`src/rtl/load_store_unit.sv`:
```
// load_store_unit
//   Initiator side of the data-memory port for a multicycle RV32I core.
//   Accepts one load/store at a time, issues word-wide read/write strobes,
//   extracts and extends sub-word load data, and performs read-modify-write
//   for SB/SH because the memory only stores whole words.
//
// Ports
//   clk, rst_n                    clock, async active-low reset
//   req_valid_i / req_ready_o     request handshake (accepted only in IDLE)
//   req_store_i, req_funct3_i     direction and RV32I width/extension code
//   req_addr_i, req_wdata_i       byte address, right-aligned store data
//   resp_valid_o                  one-cycle response pulse
//   resp_rdata_o, resp_err_o      extended load data (0 on store/error), error flag
//   mem_r_en_o, mem_wr_en_o       mutually exclusive memory strobes
//   mem_addr_o, mem_wdata_o       memory word address, full write word
//   mem_rdata_i, mem_ack_i        read word, strobe completion
module load_store_unit #(
  parameter int ADDR_WIDTH   = 32,
  parameter int DATA_WIDTH   = 32,
  parameter int WORD_INDEXED = 1,
  parameter int TIMEOUT      = 16
) (
  input  logic                  clk,
  input  logic                  rst_n,
  input  logic                  req_valid_i,
  output logic                  req_ready_o,
  input  logic                  req_store_i,
  input  logic [2:0]            req_funct3_i,
  input  logic [ADDR_WIDTH-1:0] req_addr_i,
  input  logic [DATA_WIDTH-1:0] req_wdata_i,
  output logic                  resp_valid_o,
  output logic [DATA_WIDTH-1:0] resp_rdata_o,
  output logic                  resp_err_o,
  output logic                  mem_r_en_o,
  output logic                  mem_wr_en_o,
  output logic [ADDR_WIDTH-1:0] mem_addr_o,
  output logic [DATA_WIDTH-1:0] mem_wdata_o,
  input  logic [DATA_WIDTH-1:0] mem_rdata_i,
  input  logic                  mem_ack_i
);

  localparam int CNT_W   = (TIMEOUT > 2) ? $clog2(TIMEOUT) : 1;
  localparam int TO_LAST = (TIMEOUT > 0) ? TIMEOUT - 1 : 0;

  typedef enum logic [1:0] {IDLE, RD, WR, RESP} state_e;

  state_e                state_q;
  logic                  store_q;
  logic [2:0]            funct3_q;
  logic [1:0]            addr_q;    // only the lane bits are needed after accept
  logic [DATA_WIDTH-1:0] wdata_q;
  logic [CNT_W-1:0]      cnt_q;
  logic                  resp_valid_q, resp_err_q, r_en_q, wr_en_q;
  logic [DATA_WIDTH-1:0] resp_rdata_q, mem_wdata_q;
  logic [ADDR_WIDTH-1:0] mem_addr_q;

  // Request legality, evaluated on the live request in IDLE
  logic acc_legal, acc_misalign, acc_err;
  always_comb begin
    acc_legal    = req_store_i ? (req_funct3_i inside {3'b000, 3'b001, 3'b010})
                               : (req_funct3_i inside {3'b000, 3'b001, 3'b010, 3'b100, 3'b101});
    acc_misalign = (req_funct3_i[1:0] == 2'b01 && req_addr_i[0]) ||
                   (req_funct3_i[1:0] == 2'b10 && req_addr_i[1:0] != 2'b00);
    acc_err      = !acc_legal || acc_misalign;
  end

  logic [ADDR_WIDTH-1:0] acc_mem_addr;
  always_comb begin
    if (WORD_INDEXED != 0) acc_mem_addr = {2'b00, req_addr_i[ADDR_WIDTH-1:2]};
    else                   acc_mem_addr = {req_addr_i[ADDR_WIDTH-1:2], 2'b00};
  end

  // Lane extraction for loads and lane merge for SB/SH, both off the read word
  logic [DATA_WIDTH-1:0] lane_b, lane_h, load_ext, lane_mask, wdata_sh, merged;
  always_comb begin
    lane_b   = mem_rdata_i >> {addr_q, 3'b000};
    lane_h   = mem_rdata_i >> {addr_q[1], 4'b0000};
    unique case (funct3_q)
      3'b000:  load_ext = {{(DATA_WIDTH-8){lane_b[7]}}, lane_b[7:0]};
      3'b001:  load_ext = {{(DATA_WIDTH-16){lane_h[15]}}, lane_h[15:0]};
      3'b100:  load_ext = {{(DATA_WIDTH-8){1'b0}}, lane_b[7:0]};
      3'b101:  load_ext = {{(DATA_WIDTH-16){1'b0}}, lane_h[15:0]};
      default: load_ext = mem_rdata_i;
    endcase
    // SH is halfword aligned, so addr_q*8 also places the halfword correctly
    lane_mask = (funct3_q[1:0] == 2'b00) ? (DATA_WIDTH'(8'hFF)    << {addr_q, 3'b000})
                                         : (DATA_WIDTH'(16'hFFFF) << {addr_q, 3'b000});
    wdata_sh  = wdata_q << {addr_q, 3'b000};
    merged    = (mem_rdata_i & ~lane_mask) | (wdata_sh & lane_mask);
  end

  logic timed_out;
  assign timed_out = (TIMEOUT != 0) && (cnt_q == CNT_W'(TO_LAST));

  always_ff @(posedge clk or negedge rst_n) begin
    if (!rst_n) begin
      state_q      <= IDLE;
      store_q      <= 1'b0;
      funct3_q     <= '0;
      addr_q       <= '0;
      wdata_q      <= '0;
      cnt_q        <= '0;
      resp_valid_q <= 1'b0;
      resp_err_q   <= 1'b0;
      resp_rdata_q <= '0;
      r_en_q       <= 1'b0;
      wr_en_q      <= 1'b0;
      mem_addr_q   <= '0;
      mem_wdata_q  <= '0;
    end else begin
      resp_valid_q <= 1'b0;
      unique case (state_q)
        IDLE: if (req_valid_i) begin
          store_q  <= req_store_i;
          funct3_q <= req_funct3_i;
          addr_q   <= req_addr_i[1:0];
          wdata_q  <= req_wdata_i;
          cnt_q    <= '0;
          if (acc_err) begin
            state_q      <= RESP;
            resp_valid_q <= 1'b1;
            resp_err_q   <= 1'b1;
            resp_rdata_q <= '0;
          end else begin
            mem_addr_q <= acc_mem_addr;
            if (req_store_i && req_funct3_i == 3'b010) begin
              state_q     <= WR;
              wr_en_q     <= 1'b1;
              mem_wdata_q <= req_wdata_i;
            end else begin
              state_q <= RD;
              r_en_q  <= 1'b1;
            end
          end
        end
        RD: begin
          if (mem_ack_i) begin
            r_en_q <= 1'b0;
            cnt_q  <= '0;
            if (store_q) begin
              state_q     <= WR;
              wr_en_q     <= 1'b1;
              mem_wdata_q <= merged;
            end else begin
              state_q      <= RESP;
              resp_valid_q <= 1'b1;
              resp_err_q   <= 1'b0;
              resp_rdata_q <= load_ext;
            end
          end else if (timed_out) begin
            // an RMW store abandons here, before any write is issued
            r_en_q       <= 1'b0;
            state_q      <= RESP;
            resp_valid_q <= 1'b1;
            resp_err_q   <= 1'b1;
            resp_rdata_q <= '0;
          end else begin
            cnt_q <= cnt_q + 1'b1;
          end
        end
        WR: begin
          if (mem_ack_i || timed_out) begin
            wr_en_q      <= 1'b0;
            state_q      <= RESP;
            resp_valid_q <= 1'b1;
            resp_err_q   <= !mem_ack_i;
            resp_rdata_q <= '0;
          end else begin
            cnt_q <= cnt_q + 1'b1;
          end
        end
        RESP:    state_q <= IDLE;
        default: state_q <= IDLE;
      endcase
    end
  end

  assign req_ready_o  = (state_q == IDLE);
  assign resp_valid_o = resp_valid_q;
  assign resp_rdata_o = resp_rdata_q;
  assign resp_err_o   = resp_err_q;
  assign mem_r_en_o   = r_en_q;
  assign mem_wr_en_o  = wr_en_q;
  assign mem_addr_o   = mem_addr_q;
  assign mem_wdata_o  = mem_wdata_q;

endmodule

```
`config.mk`:
```
export PLATFORM = sky130hd
export DESIGN_NAME = load_store_unit
export DESIGN_NICKNAME = d
export VERILOG_FILES = /design/src/rtl/load_store_unit.sv
export SDC_FILE = /design/constraint.sdc
export NUM_CORES = 1
export LEC_CHECK = 0
export BUFFER_PORTS_ARGS = -buffer_cell sky130_fd_sc_hd__clkbuf_2
export CORE_MARGIN = 1.5
export CORE_UTILIZATION = 25
export CTS_CLUSTER_SIZE = 14
export DETAILED_ROUTE_END_ITERATION = 10
export PLACE_DENSITY = 0.53
export SYNTH_ARGS = -nofsm -noshare
export SYNTH_HDL_FRONTEND = slang
export SYNTH_SLANG_ARGS = --single-unit
```
`constraint.sdc`:
```
create_clock -name clk -period 2.5 [get_ports clk]
set_input_delay 0.5 -clock clk [delete_from_list [all_inputs] [get_ports clk]]
set_output_delay 0.5 -clock clk [all_outputs]
set_load 0.01 [all_outputs]
```
==> run summary <==
The run gives 54 as the number of library cell types mapped by synthesis. The area overhead of the layout relative to synthesis was 29.38%; the routed length per instance was 19.16 um. The number of antenna violations at the first check in global routing was 5; the row count was 59. The final critical path time including I/O delays and setup is 2185 ps. The number of vias per cell was 4.873. After clock tree synthesis, the clock-pin slew on the worst setup and hold paths is 60 ps.

The logs give 0 for the max-cap check violation count and 0 for the number of hold-repair buffers added at the cts stage. The fraction of synthesis flops using an asynchronous set or reset pin was 1.000; the die extent in y was 167.0 um. The run gives 0 as the number of failing setup endpoints in the final timing report.

The worst slew margin relative to its limit is 0.5829, and the maximum number of pins on one net before global-route repair is 73. The final number of hold-violating endpoints came out at 0. The nature of the critical path endpoint was a register. At the worst endpoint, the required time is 2790 ps. The final cell utilization of the core is 0.3322.

The first global-routing pass estimated 33.22 mm of wire. The startpoint type of the worst setup path is a register. In this run the power spent charging and discharging nets is 4.653 mW. The tightest min-delay check is of the in -> async type. Clock tree synthesis inserted a total of 17 buffers.

Routability-driven placement finished with a final weighted congestion of 0.8649. The floorplan step defined a die boundary enclosing 0.02790 sq mm. The total negative slack was 0 ps. The number of remaining DRC errors is 0. Cell internal power was estimated by the tool at 6.974 mW.

The tools report the area of the placeable core as 0.02621 sq mm. The sequential cell area fraction in the yosys report came out at 0.4687. The switching part of the total power came out at 0.4002.

In the final design database the tool counted 907 nets. The share of layout cells above drive strength 1 works out to 0.4464. For the pin with the worst max-slew slack, the measured transition is 618.9 ps. The cell count after synthesis came out at 610. The number of global-route vias before repair was 5405. TritonCTS built the clock tree.

The power density normalized to cell area works out to 1336 mW/mm^2. The H-tree generated during clock tree synthesis spans 4 levels. In this run the remaining antenna-violating nets after routing total 0. Static timing analysis puts the maximum clock frequency at 457.6 MHz. The analysis attributes to cell leakage a power of 4.096 nW.

Fill cells in the final layout number 2683. The clock passes through at most 2 buffers. The tools report the proportion of power drawn by the clock network as 0.215.

The count of non-filler cells in the finished layout came out at 1149. All-layer global routing usage: 0.1591. The number of setup buffers added after CTS is 0. The critical path arrival is 2480 ps, and the post-cts sizing count is 0.

Yosys mapped a number of flops with a built-in enable equal to 0. By startpoint and endpoint, the worst setup path is classified as reg -> reg. The die extent in x came out at 167.0 um. The share of the clock period used by the worst path is 0.8741. Summed over all layers, the routed wires come to 22.01 mm. Power share of the sequential group: 0.320. The tools report the maximum VDD drop as 0.5306 mV. The tree built by TritonCTS fans out to 126 sinks. The logs give 0.465 for the relative contribution of combinational cells to total power and 0 for the final global-route overflow total. The detailed-routing iteration count for the pre-antenna-repair pass is 5.

A synthesized cell averages 11.03 sq um. 205 I/O pins were placed. The number of synthesis warnings is 0. The run finished with clean final reports. The cell area that synthesis handed to floorplanning was 0.006728 sq mm.

Initial core utilization: 0.2567. Hold is met by 19.55 ps. Detailed placement finished with a half-perimeter wire length of 17.01 mm.

For the later-pin clock latency in the skew report, the log shows 430 ps. The top fanout value on the critical path came out at 32. The count of buffers added on input and output ports is 202. The logs give 1114 for the number of cells after detailed placement and 15.06 ps for the final clock skew. Setup repair after global routing left no endpoint under its margin.

In this run, the number of DRC markers left after iteration 0 of detailed routing was 432. The total number of vias is 5599. In the synthesized netlist the dominant register cell turns out to be sky130_fd_sc_hd__dfrtp_1. The buffer type at the clock tree root was sky130_fd_sc_hd__clkbuf_16.

Number of flip-flops and latches in the synthesized netlist: 126. The count of pins over their slew limit is 0.
[critical path: stages (launching register included)]
cell,delay [ps]
sky130_fd_sc_hd__dfrtp_1,410
sky130_fd_sc_hd__inv_1,110
sky130_fd_sc_hd__ha_1,170
sky130_fd_sc_hd__nand2_1,70
sky130_fd_sc_hd__or4_4,500
sky130_fd_sc_hd__a21oi_4,190
sky130_fd_sc_hd__buf_12,220
sky130_fd_sc_hd__mux2_2,360
[worst paths after layout]
path                                 from         endpoint  slack [ps]  cells after the start
max                            state_q[0]  mem_wdata_o[25]         310                      7
min                                 rst_n    mem_addr_o[2]          20                      1
max reg2reg                    state_q[0]  mem_wdata_o[25]         310                      7
min reg2reg                mem_wdata_o[7]   mem_wdata_o[7]         490                      1
max in group asynchronous           rst_n  mem_wdata_o[30]        1830                      2
min in group clk           req_addr_i[12]   mem_addr_o[10]         300                      2
[synthesized netlist by cell type, types with 10 or more instances]
cell,count,area share
sky130_fd_sc_hd__nand3_1,12,0.0089
sky130_fd_sc_hd__nor2_1,24,0.013
sky130_fd_sc_hd__o211ai_1,17,0.019
sky130_fd_sc_hd__clkbuf_1,26,0.015
sky130_fd_sc_hd__a21oi_1,17,0.013
sky130_fd_sc_hd__mux2_2,95,0.16
sky130_fd_sc_hd__mux2_1,32,0.054
sky130_fd_sc_hd__inv_1,35,0.020
sky130_fd_sc_hd__buf_2,13,0.0097
sky130_fd_sc_hd__o221ai_1,16,0.021
sky130_fd_sc_hd__o21ai_0,31,0.023
sky130_fd_sc_hd__nand2_1,38,0.021
sky130_fd_sc_hd__dfrtp_1,126,0.47
sky130_fd_sc_hd__a31oi_1,10,0.0093
sky130_fd_sc_hd__nor3_1,17,0.013
[state kept, by name, indices dropped and copies added (netlist names)]
signal and count:
mem_wdata_o 32, resp_rdata_o 32, mem_addr_o 30, wdata_q 16, cnt_q 4, funct3_q 3
addr_q 2, state_q 2, mem_r_en_o 1, mem_wr_en_o 1, resp_err_o 1, resp_valid_o 1
store_q 1
[placed cells by master (no fill, tap or decap), types with 8 or more instances in the layout]
master and instances:
sky130_fd_sc_hd__a2111oi_0 8, sky130_fd_sc_hd__a21oi_1 17, sky130_fd_sc_hd__a221oi_1 8, sky130_fd_sc_hd__a31oi_1 10, sky130_fd_sc_hd__a32oi_1 8, sky130_fd_sc_hd__buf_4 16, sky130_fd_sc_hd__clkbuf_16 17, sky130_fd_sc_hd__clkbuf_2 201
sky130_fd_sc_hd__dfrtp_1 126, sky130_fd_sc_hd__inv_1 35, sky130_fd_sc_hd__mux2_1 32, sky130_fd_sc_hd__mux2_2 95, sky130_fd_sc_hd__mux2i_1 8, sky130_fd_sc_hd__nand2_1 38, sky130_fd_sc_hd__nand3_1 12, sky130_fd_sc_hd__nor2_1 24
sky130_fd_sc_hd__nor3_1 17, sky130_fd_sc_hd__o211ai_1 17, sky130_fd_sc_hd__o21ai_0 31, sky130_fd_sc_hd__o221ai_1 16
[power by group through the flow]
stage	clock network, mW	logic (mW)	registers [mW]
2_1_floorplan	0	3.40	3.85
3_3_place_gp	0	5.41	3.71
3_5_place_dp	0	5.48	3.74
4_1_cts	2.56	5.48	3.72
5_1_grt	2.65	5.91	3.86
6_report	2.50	5.41	3.72
[stage by stage]
step	power (mW)	area (sq um)	worst slack [ps]
CTS	11.75	8697	320.4
global route	12.42	8697	232.9
global placement	9.120	8108	271.0
finish	11.63	8705	314.8
detailed placement	9.218	8108	229.1
floorplan	7.245	6731	367.8
[routing by layer]
| metal | up-vias | track usage | part of all wire | routed length [um] |
|---|---|---|---|---|
| met5 | - | 0 | 0.0010 | 22 |
| met4 | 4 | 0.03597 | 0.0084 | 185 |
| met3 | 21 | 0.05299 | 0.085 | 1871 |
| met2 | 241 | 0.2572 | 0.47 | 10280 |
| met1 | 2718 | 0.2054 | 0.44 | 9649 |
| li1 | 2615 | - | - | - |
[area by class of cell]
cell class	count	area, sq um	area share
multi-input cells	396	3178	0.3651
flip-flops and latches	126	3153	0.3622
repair buffers	222	1226	0.1409
clock buffers	18	429.2	0.04930
well taps	335	419.2	0.04815
clock inverters	14	160.2	0.01840
inverters	35	131.4	0.01509
diodes	3	7.507	0.0008624
[kinds of logic after synthesis]
kind of cell | share of synthesized area
other | 0.0005574
multiplexers | 0.2312
adder cells (fa/ha/maj) | 0.009299
buffers and inverters | 0.05988
AND/OR/NAND/NOR | 0.08109
flip-flops | 0.4687
AO/OA/AOI/OAI | 0.1493
(Power assumes the default switching activity.)
